`config.mk`:
```
export PLATFORM = sky130hd
export DESIGN_NAME = serial_word_receiver_flat
export DESIGN_NICKNAME = d
export VERILOG_FILES = /design/src/rtl/serial_word_receiver_if.sv /design/src/rtl/serial_word_receiver.sv /design/src/flat_wrapper.sv
export SDC_FILE = /design/constraint.sdc
export NUM_CORES = 1
export LEC_CHECK = 0
export CAP_MARGIN = 25
export CORE_AREA = 5 5 64 66
export DETAILED_ROUTE_END_ITERATION = 10
export DIE_AREA = 0 0 69 71
export GPL_ROUTABILITY_DRIVEN = 0
export PLACE_DENSITY_LB_ADDON = 0.05
export SLEW_MARGIN = 20
export SYNTH_ARGS = -nofsm -noshare
export SYNTH_HDL_FRONTEND = slang
export SYNTH_SLANG_ARGS = --single-unit
```
`constraint.sdc`:
```
create_clock -name clk -period 3.75 [get_ports clk]
set_input_delay 0.75 -clock clk [delete_from_list [all_inputs] [get_ports clk]]
set_output_delay 0.75 -clock clk [all_outputs]
set_load 0.02 [all_outputs]
```
`src/rtl/serial_word_receiver_if.sv`:
```
// Handshake/bus bundle between a framed serial source and the word receiver.
interface serial_word_receiver_if #(
  parameter int WIDTH = 16
);
  logic             sin;
  logic             sin_en;
  logic             lsb_first;
  logic             word_ack;
  logic [WIDTH-1:0] word;
  logic             word_valid;
  logic             busy;
  logic             frame_err;
  logic             overrun;

  modport master (
    output sin, sin_en, lsb_first, word_ack,
    input  word, word_valid, busy, frame_err, overrun
  );

  modport slave (
    input  sin, sin_en, lsb_first, word_ack,
    output word, word_valid, busy, frame_err, overrun
  );
endinterface

```
`src/rtl/serial_word_receiver.sv`:
```
// Framed serial receiver: start(0), WIDTH data bits, stop(1); rebuilds the word
// in either bit order and hands it off on a valid/ack handshake.
module serial_word_receiver #(
  parameter int WIDTH = 16,
  parameter int CNT_W = 5
) (
  input logic                  clk,
  input logic                  rst_n,
  serial_word_receiver_if.slave bus
);
  typedef enum logic [1:0] {IDLE = 2'd0, DATA = 2'd1, STOP = 2'd2} state_t;

  localparam logic [CNT_W-1:0] LAST = CNT_W'(WIDTH - 1);

  state_t           state_q, state_n;
  logic [WIDTH-1:0] sreg_q, sreg_n;
  logic [WIDTH-1:0] word_q, word_n;
  logic [CNT_W-1:0] cnt_q, cnt_n;
  logic             lsb_q, lsb_n;
  logic             wv_q, wv_n;
  logic             ferr_q, ferr_n;
  logic             ovr_q, ovr_n;

  always_ff @(posedge clk or negedge rst_n) begin
    if (!rst_n) begin
      state_q <= IDLE;
      sreg_q  <= '0;
      word_q  <= '0;
      cnt_q   <= '0;
      lsb_q   <= 1'b0;
      wv_q    <= 1'b0;
      ferr_q  <= 1'b0;
      ovr_q   <= 1'b0;
    end else begin
      state_q <= state_n;
      sreg_q  <= sreg_n;
      word_q  <= word_n;
      cnt_q   <= cnt_n;
      lsb_q   <= lsb_n;
      wv_q    <= wv_n;
      ferr_q  <= ferr_n;
      ovr_q   <= ovr_n;
    end
  end

  always_comb begin
    state_n = state_q;
    sreg_n  = sreg_q;
    word_n  = word_q;
    cnt_n   = cnt_q;
    lsb_n   = lsb_q;
    wv_n    = wv_q;
    ferr_n  = 1'b0;
    ovr_n   = ovr_q;

    if (wv_q && bus.word_ack) wv_n = 1'b0;

    if (bus.sin_en) begin
      unique case (state_q)
        IDLE: begin
          if (!bus.sin) begin
            state_n = DATA;
            cnt_n   = '0;
            lsb_n   = bus.lsb_first;
          end
        end
        DATA: begin
          sreg_n = lsb_q ? {bus.sin, sreg_q[WIDTH-1:1]} : {sreg_q[WIDTH-2:0], bus.sin};
          cnt_n  = cnt_q + CNT_W'(1);
          if (cnt_q == LAST) state_n = STOP;
        end
        STOP: begin
          // A low stop bit is an error only; it never doubles as the next start bit.
          state_n = IDLE;
          if (!bus.sin) begin
            ferr_n = 1'b1;
          end else if (!wv_q || bus.word_ack) begin
            word_n = sreg_q;
            wv_n   = 1'b1;
          end else begin
            ovr_n = 1'b1;
          end
        end
        default: state_n = IDLE;
      endcase
    end
  end

  assign bus.word       = word_q;
  assign bus.word_valid = wv_q;
  assign bus.busy       = (state_q != IDLE);
  assign bus.frame_err  = ferr_q;
  assign bus.overrun    = ovr_q;
endmodule

```
`src/flat_wrapper.sv`:
```
// flat-port wrapper written by rule: the top's interface ports become plain ports
module serial_word_receiver_flat 
#(
  parameter int WIDTH = 16,
  parameter int CNT_W = 5
)
  (clk, rst_n, bus_sin, bus_sin_en, bus_lsb_first, bus_word_ack, bus_word, bus_word_valid, bus_busy, bus_frame_err, bus_overrun);
  serial_word_receiver_if #(.WIDTH(WIDTH)) bus_i ();
  input logic clk;
  input logic rst_n;
  input wire logic [$bits(bus_i.sin)-1:0] bus_sin;
  input wire logic [$bits(bus_i.sin_en)-1:0] bus_sin_en;
  input wire logic [$bits(bus_i.lsb_first)-1:0] bus_lsb_first;
  input wire logic [$bits(bus_i.word_ack)-1:0] bus_word_ack;
  output wire logic [$bits(bus_i.word)-1:0] bus_word;
  output wire logic [$bits(bus_i.word_valid)-1:0] bus_word_valid;
  output wire logic [$bits(bus_i.busy)-1:0] bus_busy;
  output wire logic [$bits(bus_i.frame_err)-1:0] bus_frame_err;
  output wire logic [$bits(bus_i.overrun)-1:0] bus_overrun;
  assign bus_i.sin = bus_sin;
  assign bus_i.sin_en = bus_sin_en;
  assign bus_i.lsb_first = bus_lsb_first;
  assign bus_i.word_ack = bus_word_ack;
  assign bus_word = bus_i.word;
  assign bus_word_valid = bus_i.word_valid;
  assign bus_busy = bus_i.busy;
  assign bus_frame_err = bus_i.frame_err;
  assign bus_overrun = bus_i.overrun;
  serial_word_receiver #(.WIDTH(WIDTH), .CNT_W(CNT_W)) u_core (.clk(clk), .rst_n(rst_n), .bus(bus_i));
endmodule
```
; ---- After elaboration in Yosys (flattened, before gate mapping)
; Index checks and enable logic that the tools add are counted.
[word_totals]
register_bits = 43
latchBits = 0
ramBits = 0
mem_bits_ro = 0
out_inout_bits = 20
elab_cells = 42
memories = 0
[op_classes]
addsub = 1
mul = 0
n_div = 0
order_cmp = 0
eq_ne = 5
n_shift = 0
mux = 14
bitwise_logic = 2
reduce_logical = 12
[op_table]
columns = op, n
row1 = $mux 16, 1
row2 = $pmux 5 s2, 1
row3 = $reduce_and 3->1, 3
row4 = $mux 1, 8
row5 = $reduce_and 4->1, 2
row6 = $add 5x1->5 const B, 1
row7 = $eq 5x4->1 const B, 1
row8 = $mux 5, 1
row9 = $mux 2, 2
row10 = $pmux 2 s2, 1
row11 = $reduce_bool 2->1, 2
row12 = $eq 2x1->1 const B, 1
row13 = $eq 2x2->1 const B, 1
row14 = $logic_not 2->1, 1
row15 = $ne 2x1->1 const B, 1
row16 = $ne 2x2->1 const B, 1
row17 = $not 1->1, 2
row18 = $reduce_and 2->1, 1
row19 = $logic_and 1x1->1, 1
row20 = $logic_not 1->1, 1
row21 = $logic_or 1x1->1, 1

; ---- Longest topological paths before layout
[depth]
word_depth = 6
depth_mapped = 6
ltp_nobuf = 6

; ---- Worst setup path before layout
; No wires, ideal clock.
[synth_timing]
path_type = input-to-reg
startpoint = input port bus_word_ack
endpoint = register u_core.word_q[0], in the netlist u_core.bus.word[0]
setup_time_ns = 0.125
t_arrival_ns = 1.598
t_required_ns = 3.625
slack_ns = 2.026
cell_stages = 5
path_buffers = 2
cell_sequence = nand2b_1 nor2b_2 buf_6 buf_12 mux2_4
[synth_between]
elab_chain_len = 2
[synth_lines]
columns = element, line
row1 = start: declaration, flat_wrapper.sv:14  ; input wire logic [$bits(bus_i.word_ack)-1:0] bus_word_ack;
row2 = $logic_or 1x1->1, serial_word_receiver.sv:77  ; end else if (!wv_q || bus.word_ack) begin
row3 = $reduce_and 4->1 (no line), -
row4 = end signal: assignment, serial_word_receiver.sv:37  ; word_q <= word_n;
row5 = end: declaration, serial_word_receiver.sv:17  ; logic [WIDTH-1:0] word_q, word_n;
; Every way passes these cells.
; A chain may end at the register's enable or synchronous reset.

; ---- Final worst setup path
[layout_timing]
startpoint = register u_core.state_q[1]
endpoint = output port bus_busy
[layout_between]
elab_chain_len = 1
[layout_lines]
columns = element, line
row1 = start: declaration, serial_word_receiver.sv:15  ; state_t state_q, state_n;
row2 = start signal: assignment, serial_word_receiver.sv:35  ; state_q <= state_n;
row3 = $reduce_bool 2->1, serial_word_receiver.sv:91  ; assign bus.busy = (state_q != IDLE);
row4 = end: declaration, flat_wrapper.sv:17  ; output wire logic [$bits(bus_i.busy)-1:0] bus_busy;
; Every way passes these cells.

==> impl_results.md <==
* Outcome: finished, final reports clean
* Flop pwr share at 0.545
* Worst-Margin Slew at between 0.8 and 0.9 ns
* Final worst setup slack at 1.294 ns
* Vias in the first global route at 1170
* Synth Flop Type: dfrtp_1
* Gate power share at 0.296
* Power share of the clock group at 0.159
* Startpoint Class: register
* CP Capture Type: primary output
* Post-DP HPWL at between 2000 and 2500 um
* Fmax at between 0.4 and 0.5 GHz
* Final TNS setup at 0 ns
* Post-synth EDFFs at 0
* Max cap viols at 0
* Yosys reg bits at 43
* PwrDens at 621.1 nW/um2
* CTS tree: yes
* Drt first pass iters at 4
* Internal power at 0.9161 mW
* Worst path slowest cell: clkdlybuf4s50_1
* Net Sw Frac at 0.3469
* CTS Root Cell: clkbuf_4
* Clk_lat worst skew at around 0.35 ns
* Synth top area share at 0.5603
* Synth area leader: dfrtp_1
* Total gr overflow at 0
* Syn Area/Cell at 12.80 um2
* I/O pins at 26
* Dpl cell area at 2171 um2
* Die boundary width at 69 um
* Tcrit/Tclk final at 0.6549
* Antenna Nets Post-Route at 0
* TritonCTS buffer count at 5
* HP Class: primary input to asynchronous set/reset pin
* Largest net degree at the start of global routing at 44
* Async set-reset flop share out of synthesis at 1.000
* # rows at 22
* Clock-pin slew on the worst setup and hold paths at approximately 0.12 ns
* Final Critical Period at 2.456 ns
* Routed len/inst at about 14 um
* Worst-case reg-to-reg path depth at 4
* DRC viols at 0
* Postcts setup bufs at 0
* Critical Path Max Stage Delay at 0.54 ns
* Met3 usage at 0.05540
* YS warnings at 0
* Starting Density at 0.5451
* Mapped cell area at 1921 um2
* Distinct cells, synth at 31
* Max Slew Vio Count at 0
* Syn_nets at 158
* Clk buf depth at 2
* Critical path arrival at 1.71 ns
* Most Used Layer, Global Route: met2
* Post-route cell area at ~2300 um2
* Via count at around 1200
* Largest cells by area after synthesis: dfrtp_1 56%, mux2i_1 8.9%, mux2_4 7.8%
* Post_cts resized at 0
* Register area share after synthesis at 0.5603
* First-pass GRT wire length at 5471 um
* Overall Global Routing Usage at 0.1381
* Nets@finish at 185
* RSZ-0062 raised after global routing: no
* Final Non-Filler Cells at 225
* Ant diodes at 0
* Total Routed Length at 3193 um
* Post-layout util at 0.6410
* Hold Fails Final Rpt at 0
* Worst slew margin at 0.4123
* Placed cell count at 216
* Met2 Usage GRT at 0.2076
* Die footprint at 4899 um2
* Core area at 3523 um2
* CTS Sinks at 43
* Avg Vias per Cell at ~5.2
* Layout cells sized above 1 at 0.1808
* DR iter-0 viols at 70
* Port Buffers at 25
* Setup Viol. Count Final at 0
* GRT met1 Usage at 0.1792
* Worst ir drop on vdd at 347.2 uV
* DP Worst Slack at 1.035 ns
* Die H at ~70 um
* CP cell instances: or2_2 -> clkdlybuf4s50_1
* H-tree depth at 2
* Crit path max fanout at 8
* Initial antenna violation count at 0
* Area growth from synthesis to layout at 17.59%
* Static Leakage at 1.061 nW
* Kind of critical path: register to primary output
* Syn Inst Count at 150
* Layout Skew at approximately 0.014 ns
* Switching power at 0.4867 mW
* Hold buffer count at cts at 0
* CP required at 3.00 ns
==> synthesized netlist by cell type (2+ instances only) <==
cell / n
mux2_4: 10
mux2i_1: 17
buf_2: 4
nand3_1: 2
a22o_1: 2
ha_1: 2
inv_1: 4
dfrtp_1: 43
nand2b_1: 4
o21ai_0: 17
and3_1: 2
mux2_2: 8
nand2_1: 17
==> critical path: cells and delay by family, from the launching register on <==
kind	cells	cell delay [ns]
buffers and inverters	1	0.54
flip-flops	1	0.50
AND/OR/NAND/NOR	1	0.32
==> layout by cell type, fill, tap and decap left out, types with 2 or more instances in the layout <==
cell,Yosys,layout
ha_1,2,2
inv_1,4,4
nand3_1,2,2
o21ai_0,17,17
a22o_1,2,2
nand2b_1,4,4
clkdlybuf4s50_1,0,24
and3_1,2,2
mux2_2,8,8
clkbuf_4,0,5
dfrtp_1,43,43
mux2i_1,17,17
nand2_1,17,17
mux2_4,10,10
==> path summary, 6_finish.rpt <==
kind	start	endpoint	slack [ns]
worst max-delay path	u_core.state_q[1]	bus_busy	1.29
max in group asynchronous	rst_n	u_core.bus.word_valid	3.03
worst max register to register	u_core.state_q[0]	u_core.bus.word[9]	2.16
worst min register to register	u_core.bus.overrun	u_core.bus.overrun	0.48
worst min-delay path	rst_n	u_core.bus.word[1]	0.25
min in group clk	u_core.bus.overrun	u_core.bus.overrun	0.48
==> state kept, by name (all words and copies together), names as in the netlist <==
name                   count
u_core.bus.word           16
u_core.sreg_q             16
u_core.bus.overrun         1
u_core.state_q             2
u_core.bus.frame_err       1
u_core.bus.word_valid      1
u_core.lsb_q               1
u_core.cnt_q               5
==> kinds of logic after synthesis <==
family                   after synthesis  share of synthesized area
AND/OR/NAND/NOR                       33                    0.09642
flip-flops                            43                     0.5603
adder cells (fa/ha/maj)                2                    0.01303
AO/OA/AOI/OAI                         25                    0.07623
multiplexers                          35                     0.2137
buffers and inverters                 12                    0.04039
==> metal layers <==
| layer | wire (um) | vias to the layer above |
|---|---|---|
| met5 | 0 | - |
| met4 | 43 | 0 |
| met1 | 1543 | 571 |
| met2 | 1450 | 21 |
| met3 | 156 | 7 |
| li1 | - | 577 |
==> power by group through the flow <==
stage	clock, mW	sequential, mW	combinational (mW)
floorplan	0	0.708	0.345
global placement	0	0.765	0.387
detailed placement	0	0.772	0.407
CTS	0.239	0.763	0.411
global route	0.256	0.787	0.468
finish	0.223	0.765	0.415
==> through the flow <==
step,total power [mW],hold WS (ns)
floorplan,1.053,0.4544
global placement,1.152,0.4606
detailed placement,1.179,0.4689
CTS,1.413,0.4945
global route,1.510,0.2463
finish,1.403,0.2525
==> final cells by class <==
class,count,area [um2]
fillers,287,1265
flip-flops and latches,43,1076
multi-input cells,95,767.0
repair buffers,28,284.0
well taps,48,60.06
clock buffers,6,51.30
inverters,4,15.01
clock inverters,1,5.005
Note: power is estimated with default switching activity, not from simulation.
